`src/rtl/menu_control.sv`:
```
// Menu sequencer for the maze game: debounces the three push-buttons, tracks the selected option,
// blinks the cursor, and moves through MENU -> PLAY -> END -> MENU. Every output comes from a flop.
module menu_control #(
  parameter int DEB_COUNT    = 500000,
  parameter int BLINK_FRAMES = 30,
  parameter int HOLD_FRAMES  = 120
) (
  input  logic clk,
  input  logic reset,
  input  logic btn_up,
  input  logic btn_down,
  input  logic btn_enter,
  input  logic frame_tick,
  input  logic game_over,
  output logic menu,
  output logic menu_active,
  output logic cursor_blink,
  output logic game_start
);

  localparam int CW = $clog2(DEB_COUNT + 1);
  localparam int BW = (BLINK_FRAMES > 1) ? $clog2(BLINK_FRAMES) : 1;
  localparam int HW = $clog2(HOLD_FRAMES + 1);

  localparam logic [CW-1:0] DEB_LAST   = CW'(DEB_COUNT);
  localparam logic [BW-1:0] BLINK_LAST = BW'(BLINK_FRAMES - 1);
  localparam logic [HW-1:0] HOLD_INIT  = HW'(HOLD_FRAMES);

  localparam int B_UP    = 0;
  localparam int B_DOWN  = 1;
  localparam int B_ENTER = 2;

  typedef enum logic [1:0] {
    S_MENU = 2'd0,
    S_PLAY = 2'd1,
    S_END  = 2'd2
  } state_t;

  logic [2:0]    btn_raw;
  logic [2:0]    sync1_q;
  logic [2:0]    sync2_q;
  logic [2:0]    level_q;
  logic [2:0]    level_prev_q;
  logic [2:0]    press_q;
  logic [CW-1:0] deb_cnt_q [3];

  state_t        state_q;
  logic          menu_q;
  logic          menu_active_q;
  logic          cursor_blink_q;
  logic          game_start_q;
  logic [BW-1:0] blink_cnt_q;
  logic [HW-1:0] hold_q;

  logic          up_p;
  logic          down_p;
  logic          enter_p;

  assign btn_raw = {btn_enter, btn_down, btn_up};
  assign up_p    = press_q[B_UP];
  assign down_p  = press_q[B_DOWN];
  assign enter_p = press_q[B_ENTER];

  // The level only moves once the counter has run to DEB_COUNT with the synced input
  // still disagreeing; any cycle of agreement restarts the count from zero.
  always_ff @(posedge clk or posedge reset) begin
    if (reset) begin
      sync1_q      <= '0;
      sync2_q      <= '0;
      level_q      <= '0;
      level_prev_q <= '0;
      press_q      <= '0;
      for (int i = 0; i < 3; i++) begin
        deb_cnt_q[i] <= '0;
      end
    end else begin
      sync1_q      <= btn_raw;
      sync2_q      <= sync1_q;
      level_prev_q <= level_q;
      press_q      <= level_q & ~level_prev_q;
      for (int i = 0; i < 3; i++) begin
        if (sync2_q[i] == level_q[i]) begin
          deb_cnt_q[i] <= '0;
        end else if (deb_cnt_q[i] == DEB_LAST) begin
          level_q[i]   <= sync2_q[i];
          deb_cnt_q[i] <= '0;
        end else begin
          deb_cnt_q[i] <= deb_cnt_q[i] + CW'(1);
        end
      end
    end
  end

  always_ff @(posedge clk or posedge reset) begin
    if (reset) begin
      state_q        <= S_MENU;
      menu_q         <= 1'b0;
      menu_active_q  <= 1'b1;
      cursor_blink_q <= 1'b1;
      game_start_q   <= 1'b0;
      blink_cnt_q    <= '0;
      hold_q         <= '0;
    end else begin
      game_start_q <= 1'b0;
      case (state_q)
        S_MENU: begin
          if (enter_p) begin
            // Enter wins over a same-cycle up/down, so the selection is frozen as it was.
            state_q        <= S_PLAY;
            game_start_q   <= 1'b1;
            menu_active_q  <= 1'b0;
            cursor_blink_q <= 1'b1;
            blink_cnt_q    <= '0;
          end else begin
            if (up_p ^ down_p) begin
              menu_q <= ~menu_q;
            end
            if (frame_tick) begin
              if (blink_cnt_q == BLINK_LAST) begin
                cursor_blink_q <= ~cursor_blink_q;
                blink_cnt_q    <= '0;
              end else begin
                blink_cnt_q <= blink_cnt_q + BW'(1);
              end
            end
          end
        end
        S_PLAY: begin
          if (game_over) begin
            state_q <= S_END;
            hold_q  <= HOLD_INIT;
          end
        end
        S_END: begin
          if (enter_p || (frame_tick && hold_q <= HW'(1))) begin
            state_q       <= S_MENU;
            menu_active_q <= 1'b1;
            hold_q        <= '0;
          end else if (frame_tick) begin
            hold_q <= hold_q - HW'(1);
          end
        end
        default: begin
          state_q       <= S_MENU;
          menu_active_q <= 1'b1;
        end
      endcase
    end
  end

  assign menu         = menu_q;
  assign menu_active  = menu_active_q;
  assign cursor_blink = cursor_blink_q;
  assign game_start   = game_start_q;

endmodule

```
`config.mk`:
```
export PLATFORM = sky130hd
export DESIGN_NAME = menu_control
export DESIGN_NICKNAME = d
export VERILOG_FILES = /design/src/rtl/menu_control.sv
export SDC_FILE = /design/constraint.sdc
export NUM_CORES = 1
export LEC_CHECK = 0
export CORE_MARGIN = 5
export CORE_UTILIZATION = 32
export DETAILED_ROUTE_END_ITERATION = 10
export GPL_TIMING_DRIVEN = 0
export SLEW_MARGIN = 20
export SYNTH_ARGS = -nofsm -noshare
export SYNTH_HDL_FRONTEND = slang
export SYNTH_SLANG_ARGS = --single-unit
```
`constraint.sdc`:
```
create_clock -name clk -period 3.9 [get_ports clk]
set_input_delay 0.78 -clock clk [delete_from_list [all_inputs] [get_ports clk]]
set_output_delay 0.78 -clock clk [all_outputs]
set_load 0.02 [all_outputs]
```
Word-level counts from Yosys, hierarchy flattened
Index checks and enable logic that the tools add are counted.

word-level totals
  register bits = 90
  input port bits = 7
  output and inout bits = 4
  logic and storage cells = 86

operators by class
  add/sub/neg operators = 5
  order comparisons = 1
  equality and inequality tests = 13
  muxes and demuxes = 25
  bitwise logic cells = 10
  reductions and logical operators = 15

operators by type and width
  kind                   count
  $mux 19                6
  $add 19x1->19 const B  3
  $eq 19x19->1 const B   3
  $mux 7                 3
  $mux 5                 3
  $reduce_and 3->1       5
  $pmux 7 s2             1
  $reduce_and 2->1       4
  $le 7x1->1 const B     1
  $mux 1                 7
  $not 1->1              7
  $sub 7x1->7 const B    1
  $mux 2                 3
  $ne 2x2->1 const B     3
  $pmux 2 s3             1
  $reduce_bool 2->1      3
  $add 5x1->5 const B    1
  $eq 5x5->1 const B     1
  $and 3x3->3            1
  $eq 1x1->1             3
  $ne 3x3->1 const B     1
  $not 3->3              1
  $pmux 1 s3             1
  $eq 2x1->1 const B     1
  other kinds (5)        5

Depth between registers and ports, before layout
Gate-level depths: netlist (run 1).

  depth after elaboration = 5
  gate-level depth with buffers = 7
  gate-level depth less buffers = 6

Least setup slack after synthesis (run 1)
OpenSTA, ideal clock, no wires.

  kind = input -> register
  start point = input port frame_tick
  end point = register hold_q[2]
  arrival time = 2.006 ns
  required time = 3.778 ns
  path slack = 1.773 ns
  stages = 4
  cell sequence = or3b_2 o31ai_1 nor2_1 a32o_1

on the way
  longest elaborated chain between the ends = 4
  elaborated cells on any way between the ends = 6
  those cells by class = 1 x eq/ne; 2 x mux; 3 x reduce/logical

RTL lines
  element                                                   line  text
  start, declared                                           13    input logic frame_tick,
  $logic_and 1x1->1                                         135   if (enter_p || (frame_tick && hold_q <= HW'(1))) begin
  $logic_or 1x1->1                                          135
  $ne 3x3->1 (no line) or $mux 7 (tied branches)            --
  $reduce_and 3->1 (no line) or $pmux 7 s2 (tied branches)  --
  end signal, assigned                                      140   hold_q <= hold_q - HW'(1);
  end, declared                                             53    logic [HW-1:0] hold_q;

Several ways; a longest one is shown, not always the timed one.
A chain may end at the register's enable or synchronous reset.

Worst setup path in the final report (run 1)
Same ends and word-level chain as after synthesis.

==> results_dict.tcl, run 1 <==
set metrics [dict create \
    avgSynthCellArea_sq_um 9.98 \
    viasPerCell 4.92 \
    place_congestion 0.824 \
    post-route-period-util 0.662 \
    hold_path_class "reg -> reg" \
    clock.fmax_ghz 0.387 \
    diodes 0 \
    cp_top_family "compound AO/OA/AOI/OAI gates" \
    crit_buf_inv 1 \
    wl_per_cell_microns 12.5 \
    cts_resized 0 \
    postCtsSetupRepairBufs 0 \
    hold_violations 0 \
    ys_top_cells_by_count "dfrtp_1, nor2_1, xnor2_1" \
    maxSlewViolCount 0 \
    nFillCells 1367 \
    finalInstanceArea_sq_um 5080 \
    status "finished clean" \
    seq_area_frac_synth 0.510 \
    yosys.area_share.simple 0.241 \
    min_period_ns 2.58 \
    synthTopCellsByArea "dfrtp_1, xnor2_1, nor2_1, xor2_1, ha_1" \
    start_kind "input pin" \
    grt_usage 0.108 \
    register_area_sq_um 2250 \
    synth.most_common_cell "dfrtp_1" \
    power_w 0.00222 \
    die_h_microns 128 \
    die_area_sq_um 16300 \
    power.density_nw_per_um2 437 \
    grt_remaining_overflow 0 \
    async_flop_share 1.00 \
    cap_violations 0 \
    die_x_microns 128 \
    htreeDepth 3 \
    cts.sinks 90 \
    netlist_instances 443 \
    synth_edf_count 0 \
    worstPathCellList "clkdlybuf4s50_1 > or3b_2 > o31ai_1 > nor2_1 > a32o_1" \
    netlist_area_sq_um 4420 \
    wirelength_mm 8.10 \
    drc 0 \
    fin_worst_skew_ns 0.00550 \
    drt-initial-drc-count 141 \
    slowest_delay_ns 0.64 \
    post-route-util 0.370 \
    synth_mux_area_frac 0.0122 \
    core_sq_um 13700 \
    root_buffer "clkbuf_16" \
    layout_setup_ws_ns 1.32 \
    postRouteAntennaNets 0 \
    synth.top_cell.area_share 0.498 \
    grt_max_degree 53 \
    p_leak_nw 2.06 \
    start_util 0.322 \
    multi_input_area_sq_um 2020 \
    syn2layout_area_growth_pct 14.9 \
    finalNetCount 482 \
    cts_hold_buf 0 \
    yosysTopAreaCell "dfrtp_1" \
    dr.pass1.iters 5 \
    peakVddDrop_v 0.000206 \
    dpl_worst_slack_ns 1.05 \
    insertion_delay_ns 0.34 \
    path_class "in -> reg" \
    numCtsBuffers 9 \
    drive_gt1_frac 0.0851 \
    cts_tree "done" \
    io_buffers 10 \
    dpl_cell_area_sq_um 4780 \
    slew_headroom 0.525 \
    synth_top_family_by_area "simple AND/OR/NAND/NOR gates" \
    tightestPinTransition_ns 0.711 \
    clock_path_buffers 2 \
    ios 11 \
    grt_pass1_wl_mm 14.6 \
    synth_xor_area_frac 0.0991 \
    tns_ns 0 \
    worstPathArrival_ns 2.81 \
    synth_ff_type "dfrtp_1" \
    crit_fanout 5 \
    ys_ff_latch 90 \
    hpwl_mm 5.59 \
    required_ns 4.13 \
    rows 43 \
    via_count 3198 \
    yosys_warnings 0 \
    cts.reportedPaths.clkPinSlew_ns 0.06 \
    cpMaxStageDelayCell "o31ai_1" \
    synth_fa_ha_area_frac 0.0283 \
    cp-end-kind "flop" \
    synthesis.nets 460 \
    synth_cell_types 53 \
    setup_viol 0 \
    grt_pass1_vias 3161 \
    antenna_found_initial 0 \
    rsz0062_at_grt "no" \
    synth_compound_area_frac 0.0778 \
]
-- power by group --
group | total (W) | internal, W | switching, W | leakage, nW
sequential | 0.00108 | 0.00100 | 0.0000744 | 1.20
clock | 0.000857 | 0.000502 | 0.000356 | 0.148
combinational | 0.000283 | 0.000129 | 0.000154 | 0.721
-- per-stage QoR --
step	std cells	hold WS (ns)
floorplan	443	0.331
global placement	633	0.338
detailed placement	634	0.336
CTS	650	0.351
global route	650	0.359
finish	650	0.348
-- flip-flops by register name (all words and copies together), names as in the netlist --
signal,count
menu,1
level_q,3
cursor_blink,1
blink_cnt_q,5
sync1_q,3
press_q,3
sync2_q,3
level_prev_q,3
menu_active,1
state_q,2
hold_q,7
deb_cnt_q,57
game_start,1
-- cells by family (layout without fill, tap and decap cells) --
| logic type | Yosys count | count (layout) |
|---|---|---|
| xor+xnor | 50 | 50 |
| buf+inv | 34 | 61 |
| simple gates | 205 | 205 |
| compound gates | 49 | 49 |
| fa+ha+maj | 10 | 10 |
| flops | 90 | 90 |
| mux | 5 | 5 |
-- cell type report --
type | count | share of cell area
Sequential cell | 90 | 0.444
Multi-Input combinational cell | 319 | 0.399
Clock buffer | 13 | 0.0552
Tap cell | 180 | 0.0444
Timing Repair Buffer | 11 | 0.0251
Inverter | 25 | 0.0190
Buffer | 9 | 0.00936
Clock inverter | 3 | 0.00419
-- routing by layer --
metal,GRT usage,part of all wire,vias up
li1,-,-,1603
met1,0.144,0.50,1540
met2,0.171,0.45,42
met3,0.0238,0.029,13
met4,0.0423,0.018,0
met5,0,0,-
-- placed cells by master, fill, tap and decap left out, types with 17 or more instances in the layout --
master   count
dfrtp_1     88
nor2_1      70
xnor2_1     33
inv_1       24
nand3_1     22
nand2_1     20
nand4_1     19
nor4_1      18
nor3_1      18
xor2_1      17
-- worst reg2reg max path, delay by kind of cell (launching register included) --
family | cells | cell delay, ns
simple gates | 3 | 0.61
fa+ha+maj | 1 | 0.14
flops | 1 | 0.46
buf+inv | 2 | 0.41
compound gates | 1 | 0.51
-- final timing paths --
check	end	slack, ns	startpoint	depth (start not counted)
setup reg to reg	deb_cnt_q[29]	1.66	deb_cnt_q[19]	7
hold reg to reg	sync2_q[0]	0.35	sync1_q[0]	0
max in group asynchronous	menu_active	2.38	reset	3
setup / recovery	hold_q[2]	1.32	frame_tick	5
hold / removal	sync2_q[0]	0.35	sync1_q[0]	0
min in group asynchronous	deb_cnt_q[2]	0.84	reset	2
No activity file was read; power rests on OpenSTA's default activity.
==> inputs of run 2 (changes only) <==
- clock period: 3.9 -> 2.5 ns (I/O delays scaled with it)
==> results_dict.tcl, run 2 (synthesized netlist as in run 1, its figures left out) <==
set metrics [dict create \
    peakVddDrop_v 0.000329 \
    ios 11 \
    cp_top_family "compound AO/OA/AOI/OAI gates" \
    core_sq_um 13700 \
    rsz0062_at_grt "no" \
    cts_tree "done" \
    r2r_setup_slack_ns 0.30 \
    clock_path_buffers 2 \
    cap_violations 0 \
    wl_per_cell_microns 12.7 \
    path_class "in -> reg" \
    worstPathArrival_ns 2.56 \
    drive_gt1_frac 0.0847 \
    postRouteAntennaNets 0 \
    cts_resized 0 \
    via_count 3215 \
    required_ns 2.73 \
    cts_hold_buf 0 \
    r2r_start "deb_cnt_q[14]" \
    cp-end-kind "flop" \
    hold_path_class "reg -> reg" \
    drt-initial-drc-count 157 \
    antenna_found_initial 0 \
    numCtsBuffers 9 \
    dpl_cell_area_sq_um 4820 \
    rows 43 \
    hpwl_mm 5.81 \
    grt_pass1_vias 3218 \
    status "finished clean" \
    cts.reportedPaths.clkPinSlew_ns 0.06 \
    clock.fmax_ghz 0.429 \
    cp_num_cells 5 \
    die_x_microns 128 \
    endpoint "hold_q[2]" \
    wirelength_mm 8.25 \
    io_buffers 10 \
    worstRegToRegCells 5 \
    dr.pass1.iters 4 \
    slowest_delay_ns 0.65 \
    die_h_microns 128 \
    finalInstanceArea_sq_um 5100 \
    largest_reg_flops 57 \
    diodes 0 \
    reg.largest.list "deb_cnt_q: 57 flops, hold_q: 7 flops, blink_cnt_q: 5 flops" \
    dpl.cell_count 636 \
    final_common_cell "dfrtp_1" \
    grt_remaining_overflow 0 \
    tightestPinTransition_ns 0.715 \
    post-route-period-util 0.933 \
    instances_no_fill 652 \
    setup_viol 0 \
    place_congestion 0.822 \
    viasPerCell 4.93 \
    grt_usage 0.111 \
    post-route-util 0.372 \
    top_register "deb_cnt_q" \
    drc 0 \
    postCtsSetupRepairBufs 0 \
    htreeDepth 3 \
    startpoint "frame_tick" \
    cpMaxStageDelayCell "o31ai_1" \
    p_leak_nw 2.07 \
    root_buffer "clkbuf_16" \
    finalNetCount 484 \
    fin_worst_skew_ns 0.00543 \
    die_area_sq_um 16300 \
    insertion_delay_ns 0.34 \
    start_kind "input pin" \
    crit_buf_inv 1 \
    slew_headroom 0.519 \
    worstPathCellList "clkdlybuf4s50_1 > or3b_2 > o31ai_1 > nor2_1 > a32o_1" \
    grt_max_degree 29 \
    start_util 0.322 \
    grt_pass1_wl_mm 15.0 \
    power.density_nw_per_um2 676 \
    maxSlewViolCount 0 \
    r2r_end "deb_cnt_q[13]" \
    hold_violations 0 \
    syn2layout_area_growth_pct 15.5 \
    crit_fanout 5 \
    final_cell_mix "dfrtp_1, nor2_1, xnor2_1" \
    cts.sinks 90 \
    min_period_ns 2.33 \
]
==> run 2: per-stage QoR <==
step	TNS (ns)	hold WS (ns)	power, W	setup WS (ns)
2_1_floorplan	0	0.331	0.00201	0.653
3_3_place_gp	-1.20	0.334	0.00212	-0.175
3_5_place_dp	-0.394	0.336	0.00216	-0.165
4_1_cts	0	0.350	0.00350	0.189
5_1_grt	0	0.358	0.00363	0.0379
6_report	0	0.348	0.00345	0.168
==> run 2: per-layer routing <==
metal  up-vias  share of wire  GRT usage
met1      1548           0.49      0.148
met2        52           0.46      0.175
li1       1602              -          -
met3        13          0.030     0.0255
met4         0          0.017     0.0467
met5         -              0          0
==> run 2: power by group <==
| group | total, W | switching [W] | internal [W] |
|---|---|---|---|
| clock | 0.00132 | 0.000549 | 0.000772 |
| sequential | 0.00168 | 0.000116 | 0.00156 |
| combinational | 0.000453 | 0.000247 | 0.000206 |
==> run 2: how the worst min path moves through the flow <==
| stage | start | to | slack [ns] | cells after the start |
|---|---|---|---|---|
| detailed placement | sync1_q[1] | sync2_q[1] | 0.34 | 0 |
| CTS | sync1_q[0] | sync2_q[0] | 0.35 | 0 |
| global placement | sync1_q[1] | sync2_q[1] | 0.33 | 0 |
| finish | sync1_q[0] | sync2_q[0] | 0.35 | 0 |
| floorplan | sync1_q[0] | sync2_q[0] | 0.33 | 0 |
| global route | sync1_q[0] | sync2_q[0] | 0.36 | 0 |
==> run 2: layout make-up <==
class	instances	area [sq um]
Multi-Input combinational cell	319	2020
Inverter	25	97.6
Clock buffer	11	233
Tap cell	180	225
Timing Repair Buffer	13	168
Fill cell	1342	8610
Clock inverter	5	55.1
Sequential cell	90	2250
Buffer	9	47.5
==> inputs of run 3 (changes only) <==
- ABC_AREA: unset -> 1
- SLEW_MARGIN: 20 -> unset
==> results_dict.tcl, run 3 <==
set metrics [dict create \
    status "finished clean" \
    cts.sinks 90 \
    min_period_ns 1.98 \
    wl_per_cell_microns 11.8 \
    rsz0062_at_grt "no" \
    insertion_delay_ns 0.35 \
    start_kind "flop" \
    hpwl_mm 7.23 \
    numCtsBuffers 9 \
    synth.top_cell.area_share 0.449 \
    tightestPinTransition_ns 0.524 \
    diodes 0 \
    antenna_found_initial 0 \
    cpMaxStageDelayCell "clkdlybuf4s50_1" \
    required_ns 2.00 \
    clock.fmax_ghz 0.504 \
    wirelength_mm 10.0 \
    io_buffers 10 \
    post-route-period-util 0.793 \
    die_x_microns 134 \
    die_h_microns 134 \
    viasPerCell 4.55 \
    rows 45 \
    netlist_area_sq_um 4910 \
    die_area_sq_um 17900 \
    holdWs_ns 0.352 \
    synth_cell_types 33 \
    crit_buf_inv 1 \
    drc 0 \
    async_flop_share 1.00 \
    ys_top_cells_by_count "nor2_1, nand2_1, dfrtp_1" \
    seq_area_frac_synth 0.459 \
    grt_usage 0.122 \
    power.density_nw_per_um2 656 \
    cts.reportedPaths.clkPinSlew_ns 0.07 \
    path_class "reg -> out" \
    setup_viol 0 \
    dr.pass1.iters 7 \
    top_register "deb_cnt_q" \
    peakVddDrop_v 0.000587 \
    drive_gt1_frac 0.0998 \
    synth.most_common_cell "nor2_1" \
    synth_edf_count 0 \
    htreeDepth 3 \
    synthesis.nets 650 \
    fin_worst_skew_ns 0.00558 \
    postRouteAntennaNets 0 \
    finalNetCount 673 \
    postCtsSetupRepairBufs 0 \
    ios 11 \
    synthTopCellsByArea "dfrtp_1, nor2_1, nand2_1, inv_1, xor2_1" \
    power_w 0.00367 \
    cp-end-kind "primary output" \
    final_cell_mix "nor2_1, nand2_1, dfrtp_1" \
    via_count 3859 \
    grt_pass1_vias 3872 \
    reg.largest.list "deb_cnt_q: 57 flops, hold_q: 7 flops, blink_cnt_q: 5 flops" \
    ys_ff_latch 90 \
    netlist_instances 633 \
    grt_max_degree 43 \
    nFillCells 1541 \
    cts_tree "done" \
    slowest_delay_ns 0.60 \
    synth_ff_type "dfrtp_1" \
    syn2layout_area_growth_pct 14.0 \
    cp_top_family "buffers and inverters" \
    final_common_cell "nor2_1" \
    clock_path_buffers 2 \
    avgSynthCellArea_sq_um 7.76 \
    cts_hold_buf 0 \
    worstPathCellList "clkdlybuf4s50_1" \
    p_leak_nw 2.40 \
    place_congestion 0.869 \
    cap_violations 0 \
    hold_violations 0 \
    worstPathArrival_ns 1.48 \
    maxSlewViolCount 0 \
    hold_path_class "reg -> reg" \
    grt_pass1_wl_mm 18.1 \
    grt_remaining_overflow 0 \
    root_buffer "clkbuf_16" \
    slew_headroom 0.650 \
    yosys_warnings 0 \
    crit_fanout 3 \
    core_sq_um 15100 \
    cts_resized 0 \
    drt-initial-drc-count 249 \
    yosysTopAreaCell "dfrtp_1" \
    largest_reg_flops 57 \
    start_util 0.324 \
]
## run 3: logic make-up (layout without fill, tap and decap cells)
group,after synthesis,after routing,share of synthesized area
AOI/OAI and AO/OA,36,36,0.0421
xor gates and xnor gates,32,32,0.0586
adders and majority gates,10,10,0.0255
buffers and inverters,77,105,0.0591
DFF,90,90,0.459
and+or+nand+nor,388,388,0.356
## run 3: path summary, 6_finish.rpt
| check | start | to | slack [ns] | cells after the start |
|---|---|---|---|---|
| max in group asynchronous | reset | deb_cnt_q[50] | 1.39 | 3 |
| min in group asynchronous | reset | deb_cnt_q[31] | 0.54 | 2 |
| max reg2reg | deb_cnt_q[19] | deb_cnt_q[37] | 0.86 | 6 |
| min reg2reg | sync1_q[2] | sync2_q[2] | 0.35 | 0 |
| min | sync1_q[2] | sync2_q[2] | 0.35 | 0 |
| max | cursor_blink | cursor_blink | 0.52 | 1 |
## run 3: routing by layer
metal,vias up,share of wire,track usage
li1,2033,-,-
met5,-,0,0
met2,56,0.45,0.198
met3,10,0.036,0.0371
met1,1760,0.50,0.162
met4,0,0.012,0.0286
## run 3: power breakdown
group          internal (W)  total (W)  switching, W
logic              0.000223   0.000541      0.000318
registers           0.00159    0.00170      0.000112
clock network      0.000792    0.00143      0.000637
total               0.00261    0.00367       0.00107
## run 3: per-stage QoR
stage                     utilization  setup TNS (ns)  cell area (sq um)  worst slack [ns]  instances
after floorplan                     -               0               4910             0.952        633
after global placement          0.347           -6.80               5250           -0.0842        831
after detailed placement        0.349               0               5290             0.640        833
after CTS                       0.369               0               5600             0.488        849
after global routing            0.369               0               5600             0.471        849
final                           0.369               0               5600             0.517        849
## run 3: final cells by class
type / count / area (sq um) / area share
inverter: 76 / 289 / 0.0517
tap: 188 / 235 / 0.0420
multi-input combinational: 466 / 2360 / 0.423
timing repair buffer: 12 / 140 / 0.0250
clock buffer: 9 / 225 / 0.0403
buffer: 1 / 5.00 / 0.000894
clock inverter: 7 / 81.3 / 0.0145
sequential: 90 / 2250 / 0.403
==> variant 1, RTL diff (config.mk and constraints of run 2) <==
Re-encode `state_t` (3 states) as one-hot, 3 bits wide.
--- a/src/rtl/menu_control.sv
+++ b/src/rtl/menu_control.sv
@@ -31,8 +31,8 @@
   localparam int B_ENTER = 2;
 
-  typedef enum logic [1:0] {
-    S_MENU = 2'd0,
-    S_PLAY = 2'd1,
-    S_END  = 2'd2
+  typedef enum logic [2:0] {
+    S_MENU = 3'b001,
+    S_PLAY = 3'b010,
+    S_END  = 3'b100
   } state_t;
 
Function: no difference found for any inputs over 10 cycles, from zero or initial values and one cycle with reset high; not proved beyond that.
==> variant 1 against run 2 <==
Cell count down 0.77%; wire length down 1.0%; critical path type is now flip-flop to flip-flop; worst setup slack better by 0.10 ns; total power down 5.8%; highest routed layer unchanged; register-to-register slack worse by 0.03 ns; core utilization up 0.19 points; sequential cell count up 1; hold slack better by 0.00062 ns; cell area up 0.51%; via count up 0.22%; sequential share of layout area up 0.29 points; first-iteration DRC count down 3.2%; synthesized area about the same.
==> variant 1: results (changes against run 2) <==
R2R depth -> 4 (-1)
# nets final -> 479 (-1.0%)
Placed Cells -> 631 (-0.79%)
first-pass GRT wire length -> 14900 um (-0.83%)
status -> completed
DP HPWL -> 5790 um (-0.41%)
CP max-delay cell -> o31ai_2
crit share post-route -> 0.892 (-0.0407)
layout cell share with drive strength beyond 1 -> 0.0878 (+0.00305)
Arr. time, crit path -> 2.46 ns (-0.10 ns)
port buffer count -> 10 (unchanged)
Routability Congestion -> 0.812 (-1.1%)
r2r setup slk -> 0.27 ns (-0.03 ns)
DRT Pass-1 Iters -> 4 (unchanged)
measured slew at the worst slew-check pin -> 0.727 ns (+0.0121 ns)
Ys Warns -> 0 (unchanged)
placed inst area -> 4810 um2 (about the same)
Worst Path Max Fanout -> 10 (+5)
Net Count, Synth -> 455 (-1.1%)
synth top area cells -> dfrtp_1, xor2_1, nor2_1
Non-Filler Instances -> 647 (-0.77%)
Synth cell types -> 52 (-1.9%)
Worst Clk Skew -> 0.00621 ns (+0.000784 ns)
met3 Track Usage GR -> 0.0355 (+0.0100)
pre-CTS setup slack -> 0.229 ns (+0.394 ns)
Post-Syn Instances -> 438 (-1.1%)
iteration-0 DRC count of the detailed router -> 152 (-3.2%)
hold crit path type -> flip-flop to flip-flop
final WL -> 8170 um (-1.0%)
RR Endpoint -> deb_cnt_q[33]$_DFF_PP0_
Antenna diodes -> 0 (unchanged)
H-tree depth -> 3 (unchanged)
GRT Overall Usage -> 0.109 (-0.00195)
Lkg Pwr -> 0.00216 uW (+4.7%)
met2 Use GR -> 0.175 (+0.000619)
VDD IR max -> 0.000343 V (+4.4%)
largest net degree at the start of global routing -> 32 (+10%)
CP Class -> flip-flop to flip-flop
post-DR vias/cell -> 4.98 (+0.99%)
sequential area share after synthesis -> 0.516 (+0.00638)
M1 GR Usage -> 0.145 (-0.00354)
Crit path largest cell delay -> 0.69 ns (+0.04 ns)
critical path launch point -> deb_cnt_q[28]$_DFF_PP0_
Commonest cells post-synth -> dfrtp_1, nor2_1, xor2_1
## variant 1: layout make-up
type | instances | area [um2]
Buffer | 11 | 53.8
Multi-Input combinational cell | 318 | 2020
Clock buffer | 10 | 239
Fill cell | 1372 | 8590
Timing Repair Buffer | 13 | 168
Clock inverter | 6 | 70.1
Inverter | 18 | 71.3
Sequential cell | 91 | 2280
Tap cell | 180 | 225
## variant 1: kinds of logic after synthesis
group	share of synthesized area
AOI/OAI and AO/OA	0.0938
xor gates and xnor gates	0.0833
adders and majority gates	0.0283
buffers and inverters	0.0275
DFF	0.516
muxes	0.00765
and+or+nand+nor	0.243
## variant 1: worst reg2reg max path, cell delays in order (launching register included)
cell     delay (ns)
dfrtp_1        0.42
or4_1          0.59
o31ai_2        0.69
buf_2          0.35
nor2_1         0.07
## variant 1: worst min path at each step
stage                                     from                   end  slack [ns]  cells past startpoint
final                     sync1_q[1]$_DFF_PP0_  sync2_q[1]$_DFF_PP0_        0.35                      0
after global routing      sync1_q[0]$_DFF_PP0_  sync2_q[0]$_DFF_PP0_        0.36                      0
after CTS                 sync1_q[1]$_DFF_PP0_  sync2_q[1]$_DFF_PP0_        0.35                      0
after detailed placement  sync1_q[1]$_DFF_PP0_  sync2_q[1]$_DFF_PP0_        0.34                      0
after global placement    sync1_q[1]$_DFF_PP0_  sync2_q[1]$_DFF_PP0_        0.33                      0
after floorplan           sync1_q[0]$_DFF_PP0_  sync2_q[0]$_DFF_PP0_        0.33                      0
## variant 1: power by group
part           switching, uW  total [uW]  leakage, uW  internal (uW)
logic                    140         250     0.000787            110
registers               63.4        1610      0.00122           1540
clock network            585        1400     0.000154            813
## variant 1: routing by layer
metal | vias to the layer above | wire length, um | part of all wire
li1 | 1601 | - | -
met1 | 1594 | 4010 | 0.49
met2 | 23 | 3870 | 0.47
met3 | 4 | 238 | 0.029
met4 | 0 | 53 | 0.0065
met5 | - | 0 | 0
## variant 1: per-stage QoR
step,hold slack (ns),total power [uW]
CTS,0.352,3300
detailed placement,0.336,1890
global route,0.364,3410
finish,0.349,3250
global placement,0.334,1860
floorplan,0.331,1790
==> variant 2, RTL diff (settings of run 2) <==
Made on the original files. `BLINK_FRAMES`: 30 -> 60.
--- a/src/rtl/menu_control.sv
+++ b/src/rtl/menu_control.sv
@@ -3,5 +3,5 @@
 module menu_control #(
   parameter int DEB_COUNT    = 500000,
-  parameter int BLINK_FRAMES = 30,
+  parameter int BLINK_FRAMES = 60,
   parameter int HOLD_FRAMES  = 120
 ) (
Behaviour: same outputs for any inputs over 10 cycles, from zero or initial values and one cycle with reset high; that may be too few to reach the edited logic, so the function may still have changed.
==> variant 2 against run 2 <==
Non-clock buffer count is the same; worst setup slack gained 0.12 ns; sequential share of layout area grew 0.75 points; synthesized area shrank 0.85%; critical path type is now flip-flop to flip-flop; via count shrank 1.5%; core utilization grew 0.81 points; highest routed layer unchanged; count of clock-buffer cells in the layout is the same; cell area shrank 0.59%; wire length shrank 3.5%; total power shrank 6.1%; sequential cell count grew 1; die area shrank 0.78%; critical endpoint is now deb_cnt_q[17]$_DFF_PP0_; largest cell class unchanged.
==> variant 2: results (changes against run 2) <==
Crit path largest cell delay -> 0.72 ns (+0.07 ns)
Routability Congestion -> 0.789 (-4.0%)
Worst Path Max Fanout -> 7 (+2)
r2r startpoint -> deb_cnt_q[2]$_DFF_PP0_
DP HPWL -> 5510 um (-5.1%)
Crit path max-delay family -> simple AND/OR/NAND/NOR gates
Ys Warns -> 0 (unchanged)
R2R depth -> 5 (unchanged)
VDD IR max -> 0.000297 V (-9.6%)
first-pass GRT wire length -> 14100 um (-5.8%)
Met3 Wirelength -> 216 um (-14%)
critical path endpoint -> deb_cnt_q[17]$_DFF_PP0_
largest net degree at the start of global routing -> 34 (+17%)
internal power -> 2480 uW (-2.3%)
WL/cell -> 12.3 um (-2.4%)
synth top area cells -> dfrtp_1, nor2_1, xor2_1
vias in the first global route -> 3003 (-6.7%)
layout cell share with drive strength beyond 1 -> 0.0832 (-0.00159)
max reg flops -> 57 (unchanged)
met2 WL -> 3650 um (-3.4%)
status -> completed
initial antenna violation count -> 0 (unchanged)
relative slew slack -> 0.509 (-0.0106)
Top Registers -> deb_cnt_q: 57 flops, hold_q: 7 flops, blink_cnt_q: 6 flops
DRT Pass-1 Iters -> 5 (+1)
beginning of the worst hold path -> sync1_q[1]$_DFF_PP0_
pre-CTS setup slack -> 0.106 ns (+0.271 ns)
Met1 Wirelength -> 4010 um (-1.9%)
Non-Filler Instances -> 645 (-1.1%)
Commonest cells post-synth -> dfrtp_1, nor2_1, nand2_1
Synth cell types -> 47 (-11%)
Synth async-reset ratio -> 1.00 (unchanged)
# nets final -> 480 (-0.83%)
clock latency on the worst-skew pair -> 0.34 ns (about the same)
Worst Clk Skew -> 0.00547 ns (+0.0000359 ns)
Placed Cells -> 629 (-1.1%)
vias -> 3167 (-1.5%)
Arr. time, crit path -> 2.47 ns (-0.09 ns)
hold crit path type -> flip-flop to flip-flop
iteration-0 DRC count of the detailed router -> 311 (+98%)
fill count -> 1337 (-0.37%)
CTS Buffer Depth -> 2 (unchanged)
port buffer count -> 10 (unchanged)
final hold slack -> 0.350 ns (+0.00168 ns)
sequential area share after synthesis -> 0.520 (+0.0101)
clock-pin slew on the worst setup and hold paths -> 0.06 ns (about the same)
Lkg Pwr -> 0.00209 uW (+0.94%)
CP Class -> flip-flop to flip-flop
Post-Syn Instances -> 441 (-0.45%)
placed inst area -> 4750 um2 (-1.5%)
FMAX -> 452 MHz (+5.4%)
GRT Overall Usage -> 0.105 (-0.00596)
r2r setup slk -> 0.29 ns
Antenna diodes -> 0 (unchanged)
WHS Endpoint -> sync2_q[1]$_DFF_PP0_
CP max-delay cell -> nor4b_1
Net Count, Synth -> 457 (-0.65%)
## variant 2: cell families after synthesis
| family | count (synthesis) | share of synthesized area |
|---|---|---|
| AND/OR/NAND/NOR | 197 | 0.241 |
| XOR/XNOR | 43 | 0.0859 |
| flip-flops | 91 | 0.520 |
| buffers and inverters | 32 | 0.0280 |
| AO/OA/AOI/OAI | 65 | 0.0894 |
| multiplexers | 4 | 0.00999 |
| adder cells (fa/ha/maj) | 9 | 0.0257 |
## variant 2: area by class of cell
cell class | count | area [um2] | area share
Sequential cell | 91 | 2280 | 0.449
Multi-Input combinational cell | 318 | 2000 | 0.393
Clock buffer | 11 | 253 | 0.0498
Tap cell | 176 | 220 | 0.0434
Timing Repair Buffer | 12 | 140 | 0.0276
Inverter | 22 | 86.3 | 0.0170
Clock inverter | 5 | 60.1 | 0.0118
Buffer | 10 | 40.0 | 0.00789
## variant 2: what timing repair did
| item | 4_1_cts | 5_1_grt |
|---|---|---|
| setup buffers | 0 | 0 |
| gates resized for setup | 0 | 2 |
| endpoints found under the setup margin | 0 | 19 |
## variant 2: through the flow
step                      total power [uW]  TNS (ns)
after global placement                1850     -2.20
after global routing                  3400         0
after CTS                             3290         0
after floorplan                       1780         0
final                                 3240         0
after detailed placement              1870         0
## variant 2: power by group through the flow
stage,clock network (uW),registers [uW],logic [uW]
floorplan,0,1630,154
global placement,0,1630,225
detailed placement,0,1630,237
CTS,1440,1600,239
global route,1510,1610,273
finish,1400,1610,233
## variant 2: per-layer routing
| metal | vias up | track usage |
|---|---|---|
| li1 | 1601 | - |
| met4 | 0 | 0.0315 |
| met1 | 1526 | 0.142 |
| met5 | - | 0 |
| met3 | 10 | 0.0326 |
| met2 | 30 | 0.163 |
